**src/rtl/qiangda_n.sv**
```systemverilog
// qiangda_n -- N-player quiz buzzer controller.
//
// The host arms a round with clr_n. An arming countdown then runs, and the
// first valid press wins the round. After that, an answer countdown runs.
// Countdown seconds come from an internal prescaler on clk100khz.
//
// Outputs:
//   - a one-hot winner LED bank
//   - winner and foul ids
//   - a 6-slot multiplexed 7-segment display
//
// Optional feature (macro QIANGDA_FOUL_DETECT_EN):
//   A press while idle records a foul player. That player is masked for the
//   next round. Slot 4 of the display shows the foul digit.
//
// Ports:
//   clk100khz  in   sole clock, rising edge
//   reset      in   synchronous, active-high
//   clr_n      in   host control: low = clear/hold, high = run (async, synced)
//   btn_n      in   player buttons, active-low (async, synced)
//   led        out  one-hot winner, led[i] = player i+1
//   winner     out  winning player id, 0 = none
//   foul       out  early-press player id, 0 = none
//   time_up    out  high while the round is done
//   scan       out  digit select
//   dout       out  7-segment pattern {dp,g..a}, active-high
module qiangda_n #(
  parameter int N_PLAYERS   = 4,
  parameter int TICK_DIV    = 100000,
  parameter int ARM_SECS    = 5,
  parameter int ANSWER_SECS = 30
) (
  input  logic                 clk100khz,
  input  logic                 reset,
  input  logic                 clr_n,
  input  logic [N_PLAYERS-1:0] btn_n,
  output logic [N_PLAYERS-1:0] led,
  output logic [3:0]           winner,
  output logic [3:0]           foul,
  output logic                 time_up,
  output logic [5:0]           scan,
  output logic [7:0]           dout
);

  localparam int PW = (TICK_DIV > 2) ? $clog2(TICK_DIV) : 1;

  localparam logic [1:0] IDLE   = 2'd0;
  localparam logic [1:0] ARMED  = 2'd1;
  localparam logic [1:0] ANSWER = 2'd2;
  localparam logic [1:0] DONE   = 2'd3;

  localparam logic [3:0] ARM_T = 4'(ARM_SECS / 10);
  localparam logic [3:0] ARM_O = 4'(ARM_SECS % 10);
  localparam logic [3:0] ANS_T = 4'(ANSWER_SECS / 10);
  localparam logic [3:0] ANS_O = 4'(ANSWER_SECS % 10);

  logic [1:0]           state;
  logic [PW-1:0]        presc;
  logic [3:0]           cnt_tens, cnt_ones;
  logic [2:0]           slot;
  logic                 clr_s1, clr_s;
  logic [N_PLAYERS-1:0] btn_s1, btn_s;
  logic [N_PLAYERS-1:0] mask, press, oh;
  logic [3:0]           idx;
  logic                 hit, tick, cnt_zero;

  // Two-flop synchronisers. Buttons reset to "released"; clr resets to "hold".
  always_ff @(posedge clk100khz) begin
    if (reset) begin
      clr_s1 <= 1'b0;
      clr_s  <= 1'b0;
      btn_s1 <= '1;
      btn_s  <= '1;
    end else begin
      clr_s1 <= clr_n;
      clr_s  <= clr_s1;
      btn_s1 <= btn_n;
      btn_s  <= btn_s1;
    end
  end

  assign press = ~btn_s & ~mask;

  // Lowest index wins. Scanning downward lets the last hit be the lowest index.
  always_comb begin
    hit = 1'b0;
    idx = 4'd0;
    oh  = '0;
    for (int i = N_PLAYERS - 1; i >= 0; i--) begin
      if (press[i]) begin
        hit   = 1'b1;
        idx   = 4'(i);
        oh    = '0;
        oh[i] = 1'b1;
      end
    end
  end

`ifdef QIANGDA_FOUL_DETECT_EN
  logic [3:0] foul_q;

  // The mask is zero while foul_q is zero, so in IDLE the encoder sees every press.
  always_ff @(posedge clk100khz) begin
    if (reset)
      foul_q <= 4'd0;
    else if (state != IDLE && !clr_s)
      foul_q <= 4'd0;
    else if (state == IDLE && foul_q == 4'd0 && hit)
      foul_q <= idx + 4'd1;
  end

  always_comb begin
    mask = '0;
    for (int i = 0; i < N_PLAYERS; i++)
      mask[i] = (foul_q == 4'(i + 1));
  end

  assign foul = foul_q;
`else
  assign mask = '0;
  assign foul = 4'd0;
`endif

  assign tick     = (presc == PW'(TICK_DIV - 1));
  assign cnt_zero = (cnt_tens == 4'd0) && (cnt_ones == 4'd0);
  assign time_up  = (state == DONE);

  always_ff @(posedge clk100khz) begin
    if (reset) begin
      state    <= IDLE;
      led      <= '0;
      winner   <= 4'd0;
      cnt_tens <= ARM_T;
      cnt_ones <= ARM_O;
      presc    <= '0;
      slot     <= 3'd0;
    end else begin
      slot  <= (slot == 3'd5) ? 3'd0 : slot + 3'd1;
      presc <= tick ? '0 : presc + PW'(1);
      if (state != IDLE && !clr_s) begin
        // Clear takes priority over every other event in the same cycle.
        state    <= IDLE;
        presc    <= '0;
        led      <= '0;
        winner   <= 4'd0;
        cnt_tens <= ARM_T;
        cnt_ones <= ARM_O;
      end else begin
        case (state)
          IDLE: if (clr_s) begin
            state    <= ARMED;
            presc    <= '0;
            cnt_tens <= ARM_T;
            cnt_ones <= ARM_O;
          end
          ARMED: if (hit) begin
            // A press beats the 00 timeout in the same cycle.
            state    <= ANSWER;
            presc    <= '0;
            winner   <= idx + 4'd1;
            led      <= oh;
            cnt_tens <= ANS_T;
            cnt_ones <= ANS_O;
          end else if (tick) begin
            if (cnt_zero) begin
              state <= DONE;
              presc <= '0;
            end else if (cnt_ones == 4'd0) begin
              cnt_ones <= 4'd9;
              cnt_tens <= cnt_tens - 4'd1;
            end else begin
              cnt_ones <= cnt_ones - 4'd1;
            end
          end
          ANSWER: if (tick) begin
            if (cnt_zero) begin
              state <= DONE;
              presc <= '0;
            end else if (cnt_ones == 4'd0) begin
              cnt_ones <= 4'd9;
              cnt_tens <= cnt_tens - 4'd1;
            end else begin
              cnt_ones <= cnt_ones - 4'd1;
            end
          end
          default: ;
        endcase
      end
    end
  end

  function automatic logic [7:0] seg(input logic [3:0] d);
    case (d)
      4'h0: seg = 8'h3F;  4'h1: seg = 8'h06;  4'h2: seg = 8'h5B;  4'h3: seg = 8'h4F;
      4'h4: seg = 8'h66;  4'h5: seg = 8'h6D;  4'h6: seg = 8'h7D;  4'h7: seg = 8'h07;
      4'h8: seg = 8'h7F;  4'h9: seg = 8'h6F;  4'hA: seg = 8'h77;  4'hB: seg = 8'h7C;
      4'hC: seg = 8'h39;  4'hD: seg = 8'h5E;  4'hE: seg = 8'h79;  default: seg = 8'h71;
    endcase
  endfunction

  logic [3:0] dig;
  logic       dig_en;

  always_comb begin
    scan   = 6'b000000;
    dig    = 4'd0;
    dig_en = 1'b0;
    case (slot)
      3'd1: begin scan = 6'b000100; dig = winner;   dig_en = 1'b1; end
      3'd2: begin scan = 6'b010000; dig = cnt_ones; dig_en = 1'b1; end
      3'd3: begin scan = 6'b100000; dig = cnt_tens; dig_en = 1'b1; end
`ifdef QIANGDA_FOUL_DETECT_EN
      3'd4: begin scan = 6'b000001; dig = foul;     dig_en = 1'b1; end
`endif
      default: ;
    endcase
    dout = dig_en ? seg(dig) : 8'h00;
  end

endmodule

```
**config.mk**
```make
export PLATFORM = sky130hd
export DESIGN_NAME = qiangda_n
export DESIGN_NICKNAME = d
export VERILOG_FILES = /design/src/rtl/qiangda_n.sv
export SDC_FILE = /design/constraint.sdc
export NUM_CORES = 1
export LEC_CHECK = 0
export CORE_ASPECT_RATIO = 1.25
export CORE_UTILIZATION = 30
export CTS_BUF_LIST = sky130_fd_sc_hd__clkbuf_2
export CTS_CLUSTER_SIZE = 20
export DETAILED_ROUTE_END_ITERATION = 7
export GPL_ROUTABILITY_DRIVEN = 1
export PLACE_DENSITY = 0.53
export SLEW_MARGIN = 20
export SYNTH_ARGS = -nofsm -noshare
export SYNTH_HDL_FRONTEND = slang
export SYNTH_SLANG_ARGS = --single-unit
```
**constraint.sdc**
```tcl
create_clock -name clk100khz -period 8.35 [get_ports clk100khz]
set_input_delay 1.67 -clock clk100khz [delete_from_list [all_inputs] [get_ports clk100khz]]
set_output_delay 1.67 -clock clk100khz [all_outputs]
set_load 0.05 [all_outputs]
```
## Yosys cells after proc, flatten, opt, wreduce, memory -nomap -nowiden

Memory sizes are Yosys's and may differ from the RTL's.
Index checks and enable logic that the tools add are counted.

| cells by class | value |
|---|---|
| add/subtract/negate cells | 5 |
| eq/ne operators | 9 |
| mux-type cells | 39 |
| bitwise operators | 1 |
| reductions and logical operators | 13 |

Operators by type and width:

| kind | number |
|---|---|
| two-way mux 17 bit | 5 |
| two-way mux 4 bit | 17 |
| case mux 17 bit (3 select lines) | 1 |
| case mux 4 bit (3 select lines) | 3 |
| case mux 6 bit (3 select lines) | 1 |
| adder 17 x 1 -> 17 bit (second input constant) | 1 |
| equality test 17 bit (second input constant) | 1 |
| two-way mux 2 bit | 5 |
| zero test 4 bit | 2 |
| two-way mux 8 bit | 1 |
| subtractor 4 x 1 -> 4 bit (second input constant) | 2 |
| equality test 3 x 2 -> 1 bit (second input constant) | 2 |
| case mux 2 bit (3 select lines) | 1 |
| two-way mux 1 bit | 5 |
| adder 4 x 1 -> 4 bit (second input constant) | 1 |
| equality test 2 bit (second input constant) | 2 |
| inverter 4 bit | 1 |
| AND reduction 2 bit | 2 |
| OR reduction 2 bit | 2 |
| adder 3 x 1 -> 3 bit (second input constant) | 1 |
| equality test 3 x 1 -> 1 bit (second input constant) | 1 |
| equality test 3 bit (second input constant) | 1 |
| nonzero test 3 bit | 1 |
| OR reduction 3 bit | 1 |
| other kinds (6) | 7 |

| word-level totals | value |
|---|---|
| register bits after elaboration | 48 |
| memory bits (read-only) | 112 |
| bits of input ports | 7 |
| output and inout port bits | 27 |
| word-level logic and storage cells | 79 |
| memories | 1 |

Memory list:

| name | depth | bits a word | read ports | clocked after memory_dff | write ports | RTL line | text |
|---|---|---|---|---|---|---|---|
| (no name shown) | 16 | 7 | 1 | 0 | 0 | 193 | `case (d)` |

## Longest topological paths before layout

Gate-level depths: netlist (run 1).

| depth | value |
|---|---|
| depth after elaboration | 7 |
| mapped depth | 10 |

## Worst setup path before layout (run 1)

Ideal clock, no wire load.

| timing path | value |
|---|---|
| kind | register to output |
| start point | reg slot[0] |
| end point | out dout[3] |
| arrival time | 3436 ps |
| required time | 6680 ps |
| setup slack | 3244 ps |
| stages on the path, launching flop included | 11 |
| path buffers | 1 |
| cell sequence | dfxtp_1 inv_1 ha_1 nor2b_1 clkbuf_1 a222oi_1 inv_1 ha_1 nor2_1 a21oi_1 o21ai_0 |

| between the ends | value |
|---|---|
| cells in the longest elaborated chain, start to end | 4 |
| elaborated cells on any way between the ends | 8 |

RTL lines:

| item | RTL line | text |
|---|---|---|
| start: declaration | 60 | `logic [2:0] slot;` |
| start signal: assignment | 138 | `slot <= (slot == 3'd5) ? 3'd0 : slot + 3'd1;` |
| equality test 3 x 2 -> 1 bit / equality test 3 x 1 -> 1 bit (equally long branches) | 208 | `case (slot)` |
| case mux 4 bit (3 select lines) / OR reduction 3 bit (equally long branches) | -- |  |
| memory read (16 x 7 bit) / two-way mux 1 bit (equally long branches) | -- |  |
| two-way mux 8 bit * | 217 | `dout = dig_en ? seg(dig) : 8'h00;` |
| end: declaration | 42 | `output logic [7:0] dout` |

Every way passes the cells marked *; elsewhere a longest branch is shown, timed or not.

## Worst setup path in the final report (run 1)

| timing path | value |
|---|---|
| start point | reg slot[0] |
| end point | out dout[4] |

Same word-level chain as after synthesis.

==> metrics.txt, run 1 <==
initial antenna violation count=0; FF-to-FF setup slack=5.62 ns; die height=106 um; GPL Wtd Cong=0.802; port bufs=24; fin util=35.1%; drt drc=0; Die ar.=0.00906 mm2; clock buffer depth=2; first-pass GRT wire length=9.33 mm; pwr dens=149 mW/mm2; Max Freq=180 MHz; library cells used by synthesis=55; global route total overflow=0; CP Launch Type=flop; area delta synth->final=12.4%; post-synthesis register bit count=47; vias in the first global route=2027; I/O pin count=34; via count=2139; Clock transition at path regs=0.25 ns; max-slew violation count=0; worst-path fanout max=8; Leakage=0.00111 uW; total number of H-tree levels=2; RSZ-0062 raised after global routing=no; setup_tns=0 ns; GRT Resource Usage Total=12.9%; synthesized area per cell=8.27 um2; Vias/cell=4.95; Die Width=85.3 um; Clock power frac=20.6%; Num CTS Buffers=5; ys flop type=dfxtp_1; Mapped Cells=315; asr flop ratio synth=0%; Power Internal=284 uW; net switching power=151 uW; CTS tree=done; EDFF count, synth=0; FP Rows=37; Root Buffer=clkbuf_2; WP data required=6.68 ns; Max IR drop VDD=0.0607 mV; Hold Violations, Final=0; dpl hpwl=3.90 mm; endpoint type of the worst setup path=output port; Clock Sinks=47; core area=0.00833 mm2; post-route ant nets=0; status=finished, final reports clean; Total Wirelength=5.27 mm; Final Critical Period=5.55 ns; Gate power share=25.1%; Clock Skews=0.0382 ns; period utilisation layout=66.5%; Reg power frac=54.3%; number of max-cap violations=0; Skew-Pair Late Insertion Delay=0.45 ns; ANT cells=0; Avg WL per Cell=12.2 um; layout cells sized above 1=6.57%; reg2reg path depth=4; # resized after CTS=0; Hold Path Depth=1; number of nets in the layout=361; Setup Fix Bufs, Post-CTS=0; Min-Delay Path Class=reg -> reg; Starting Density=31.2%; CTS Hold Bufs=0; Cell Area, Synth=0.00260 mm2; register area share after synthesis=36.1%; Worst-Margin Slew=1.02 ns; 1st-iter DRT viols=82; CP arrival=3.88 ns; synth warn=0; drt first pass iters=4; Sw Ratio=34.8%; Final setup viols=0; WS Path Type=reg -> out; relative slew slack=31.4%; largest net degree at the start of global routing=18
Yosys cell counts, types with 4 or more instances:
cell type / n / area share [%]
xor2_1: 9 / 3.0
nor2b_1: 6 / 1.4
clkbuf_1: 7 / 1.0
and3_1: 4 / 0.96
buf_4: 10 / 2.9
a31oi_1: 6 / 1.4
nand2_1: 25 / 3.6
nor3_1: 4 / 0.77
nand4_1: 5 / 1.2
nand3_1: 11 / 2.1
or2_2: 8 / 1.9
ha_1: 19 / 9.1
o21ai_0: 9 / 1.7
xnor2_1: 4 / 1.3
o21ai_1: 4 / 0.77
inv_1: 17 / 2.5
a21oi_1: 20 / 3.8
dfxtp_1: 47 / 36
nor2_1: 41 / 5.9
mux2i_1: 4 / 1.5
per-layer routing:
| layer | track usage [%] | part of all wire, % |
|---|---|---|
| met5 | 0 | 0 |
| met4 | 6.55 | 2.5 |
| met3 | 2.48 | 2.5 |
| met2 | 21.1 | 48 |
| met1 | 15.9 | 47 |
power by group through the flow:
stage | combinational [uW] | sequential (uW) | clock, uW
finish | 109 | 236 | 89.7
CTS | 110 | 236 | 95.8
detailed placement | 110 | 241 | 0
floorplan | 83.0 | 241 | 0
global placement | 109 | 240 | 0
global route | 120 | 237 | 101
cell usage in the layout (no fill, tap or decap), types with 4 or more instances in the layout:
cell type and instances:
a21oi_1 20, a31oi_1 6, and3_1 4, clkbuf_2 5
clkdlybuf4s50_1 24, conb_1 9, dfxtp_1 47, ha_1 19
inv_1 17, mux2i_1 4, nand2_1 25, nand3_1 11
nand4_1 5, nor2_1 41, nor2b_1 6, nor3_1 4
o21ai_0 9, o21ai_1 4, or2_2 8, xnor2_1 4
xor2_1 9
state kept, by name (all words and copies together), names as in the netlist:
| signal | count |
|---|---|
| btn_s | 4 |
| btn_s1 | 4 |
| clr_s | 1 |
| clr_s1 | 1 |
| cnt_ones | 4 |
| cnt_tens | 4 |
| led | 4 |
| presc | 17 |
| slot | 3 |
| state | 2 |
| winner | 3 |
per-stage QoR:
step	cells	total power (uW)	setup WS (ns)	cell area, um2	hold WS [ns]
2_1_floorplan	323	324	3.24	2630	0.389
3_3_place_gp	425	349	3.49	2890	0.392
3_5_place_dp	425	351	3.37	2890	0.393
4_1_cts	432	442	2.80	2930	0.439
5_1_grt	432	458	2.49	2930	0.450
6_report	432	435	2.80	2930	0.435
critical path, cell delays in order, from the launching register on:
cell             delay (ns)
dfxtp_1                0.40
ha_1                   0.21
ha_1                   0.24
a222oi_1               0.92
inv_1                  0.17
ha_1                   0.30
nand2_1                0.08
o21ai_0                0.08
a22oi_1                0.19
clkdlybuf4s50_1        0.83
kinds of logic after synthesis:
logic type,after synthesis,synth area share [%]
simple gates,126,24.6
compound gates,68,17.2
flops,47,36.1
buf+inv,37,6.92
fa+ha+maj,19,9.13
xor+xnor,13,4.37
mux,4,1.54
other cells,1,0.144
worst paths after layout:
path | from | to
min | btn_s1[3] | btn_s[3]
max | slot[0] | dout[4]
max reg2reg | presc[12] | presc[13]
min reg2reg | btn_s1[3] | btn_s[3]
area by class of cell:
| class | instances | area [um2] |
|---|---|---|
| well taps | 97 | 121 |
| clock inverters | 2 | 8.76 |
| inverters | 17 | 63.8 |
| fillers | 920 | 5410 |
| repair buffers | 25 | 248 |
| multi-input cells | 239 | 1520 |
| flip-flops and latches | 47 | 941 |
| clock buffers | 5 | 25.0 |
(Power assumes the default switching activity.)
==> run 2: changes to the inputs <==
clock period = 5.26 ns   (was 8.35 ns; I/O delays follow)
==> run 2 against run 1 <==
Against the previous run: sequential power increased by 59%; cell area is the same; highest routed layer unchanged; non-clock buffer count did not move; combinational power increased by 60%; global-route usage barely moved; final cell count unchanged; wire length rose by 0.11%; first-iteration DRC count shrank 40%; critical path depth unchanged; flip-flop and latch count unchanged.
==> metrics.txt, run 2 (synthesized netlist as in run 1, its figures left out) <==
vias in the first global route=2038; Root Buffer=clkbuf_2; Final setup viols=0; Skew-Pair Late Insertion Delay=0.44 ns; largest net degree at the start of global routing=18; Clock Sinks=47; total number of H-tree levels=2; area of the multi-input gates=0.00152 mm2; met2 Use GR=21.1%; CP Launch Type=flop; commonest non-fill, non-tap cell in the layout=dfxtp_1; WS Path Type=reg -> out; FP Rows=37; Clock transition at path regs=0.26 ns; Die ar.=0.00906 mm2; Die Width=85.3 um; CTS Hold Bufs=0; Vias/cell=4.99; CP arrival=3.83 ns; endpoint type of the worst setup path=output port; Total Wirelength=5.28 mm; Fillers=909; post-route ant nets=0; FF-to-FF setup slack=2.58 ns; critical hold path startpoint=btn_s1[3]; Starting Density=31.2%; GRT Resource Usage Total=12.8%; Biggest register=presc; Setup Fix Bufs, Post-CTS=0; 1st-iter DRT viols=49; Max Freq=205 MHz; max-slew violation count=0; most frequent cells in the layout=dfxtp_1, nor2_1, nand2_1, clkdlybuf4s50_1, a21oi_1; drt first pass iters=5; # resized after CTS=0; Worst-Margin Slew=0.979 ns; grt peak-use layer=met2; status=finished, final reports clean; dpl hpwl=3.92 mm; Num CTS Buffers=5; max FFs per register=17; reg2reg path depth=4; relative slew slack=34.2%; core area=0.00833 mm2; via count=2157; port bufs=24; Final Critical Period=4.88 ns; initial antenna violation count=0; sink of the worst hold path=btn_s[3]; CTS tree=done; Leakage=0.00111 uW; global route total overflow=0; layout cells sized above 1=6.57%; WP data required=4.21 ns; pwr dens=236 mW/mm2; register area=941 um2; RSZ-0062 raised after global routing=no; Inst Count DP=425; Hold Path Depth=1; Max IR drop VDD=0.167 mV; number of nets in the layout=361; area delta synth->final=12.4%; met3 GRT Util=2.80%; worst r2r dst=presc[9]; I/O pin count=34; GPL Wtd Cong=0.802; setup_tns=0 ns; Avg WL per Cell=12.2 um; Hold Violations, Final=0; clock buffer depth=2; first-pass GRT wire length=9.32 mm; number of max-cap violations=0; ANT cells=0; Final Non-Filler Cells=432; worst-path fanout max=8; Clock Skews=0.0404 ns; die height=106 um; reg2reg start=presc[12]; period utilisation layout=92.7%; met1 global-route usage=15.9%; Min-Delay Path Class=reg -> reg; drt drc=0
run 2: through the flow:
stage               hold WS (ns)  area (um2)  setup slack (ns)  utilization, %  power, uW
floorplan                  0.389        2630             0.772               -        514
global placement           0.392        2890              1.02            34.6        554
detailed placement         0.393        2890             0.911            34.7        556
CTS                        0.439        2930             0.338            35.1        700
global route               0.451        2930            0.0582            35.1        729
finish                     0.435        2930             0.383            35.1        689
run 2: worst max-delay path by stage:
stage,cells past startpoint,startpoint,slack [ns],endpoint
2_1_floorplan,10,slot[0],0.77,dout[3]
3_3_place_gp,9,slot[0],1.02,dout[4]
3_5_place_dp,9,slot[0],0.91,dout[4]
4_1_cts,9,slot[0],0.34,dout[4]
5_1_grt,9,slot[0],0.06,dout[4]
6_report,9,slot[0],0.38,dout[4]
run 2: critical path, cell delays in order, from the launching register on:
cell	delay, ns
dfxtp_1	0.40
ha_1	0.21
ha_1	0.24
a222oi_1	0.88
inv_1	0.17
ha_1	0.30
nand2_1	0.09
o21ai_0	0.08
a22oi_1	0.18
clkdlybuf4s50_1	0.83
run 2: layout make-up:
class / count / area share (%)
Sequential cell: 47 / 32.2
Clock buffer: 5 / 0.855
Clock inverter: 2 / 0.299
Multi-Input combinational cell: 239 / 51.9
Inverter: 17 / 2.18
Tap cell: 97 / 4.15
Timing Repair Buffer: 25 / 8.47
run 2: layer usage:
layer | part of all wire [%] | up-vias
met4 | 2.2 | 0
met5 | 0 | -
met3 | 3.3 | 7
li1 | - | 1124
met2 | 47 | 47
met1 | 48 | 979
run 2: power by group:
group	switching [uW]	internal, uW	total (uW)
Clock	112	28.1	141
Combinational	118	55.8	174
Sequential	8.11	367	375
Total	238	451	689
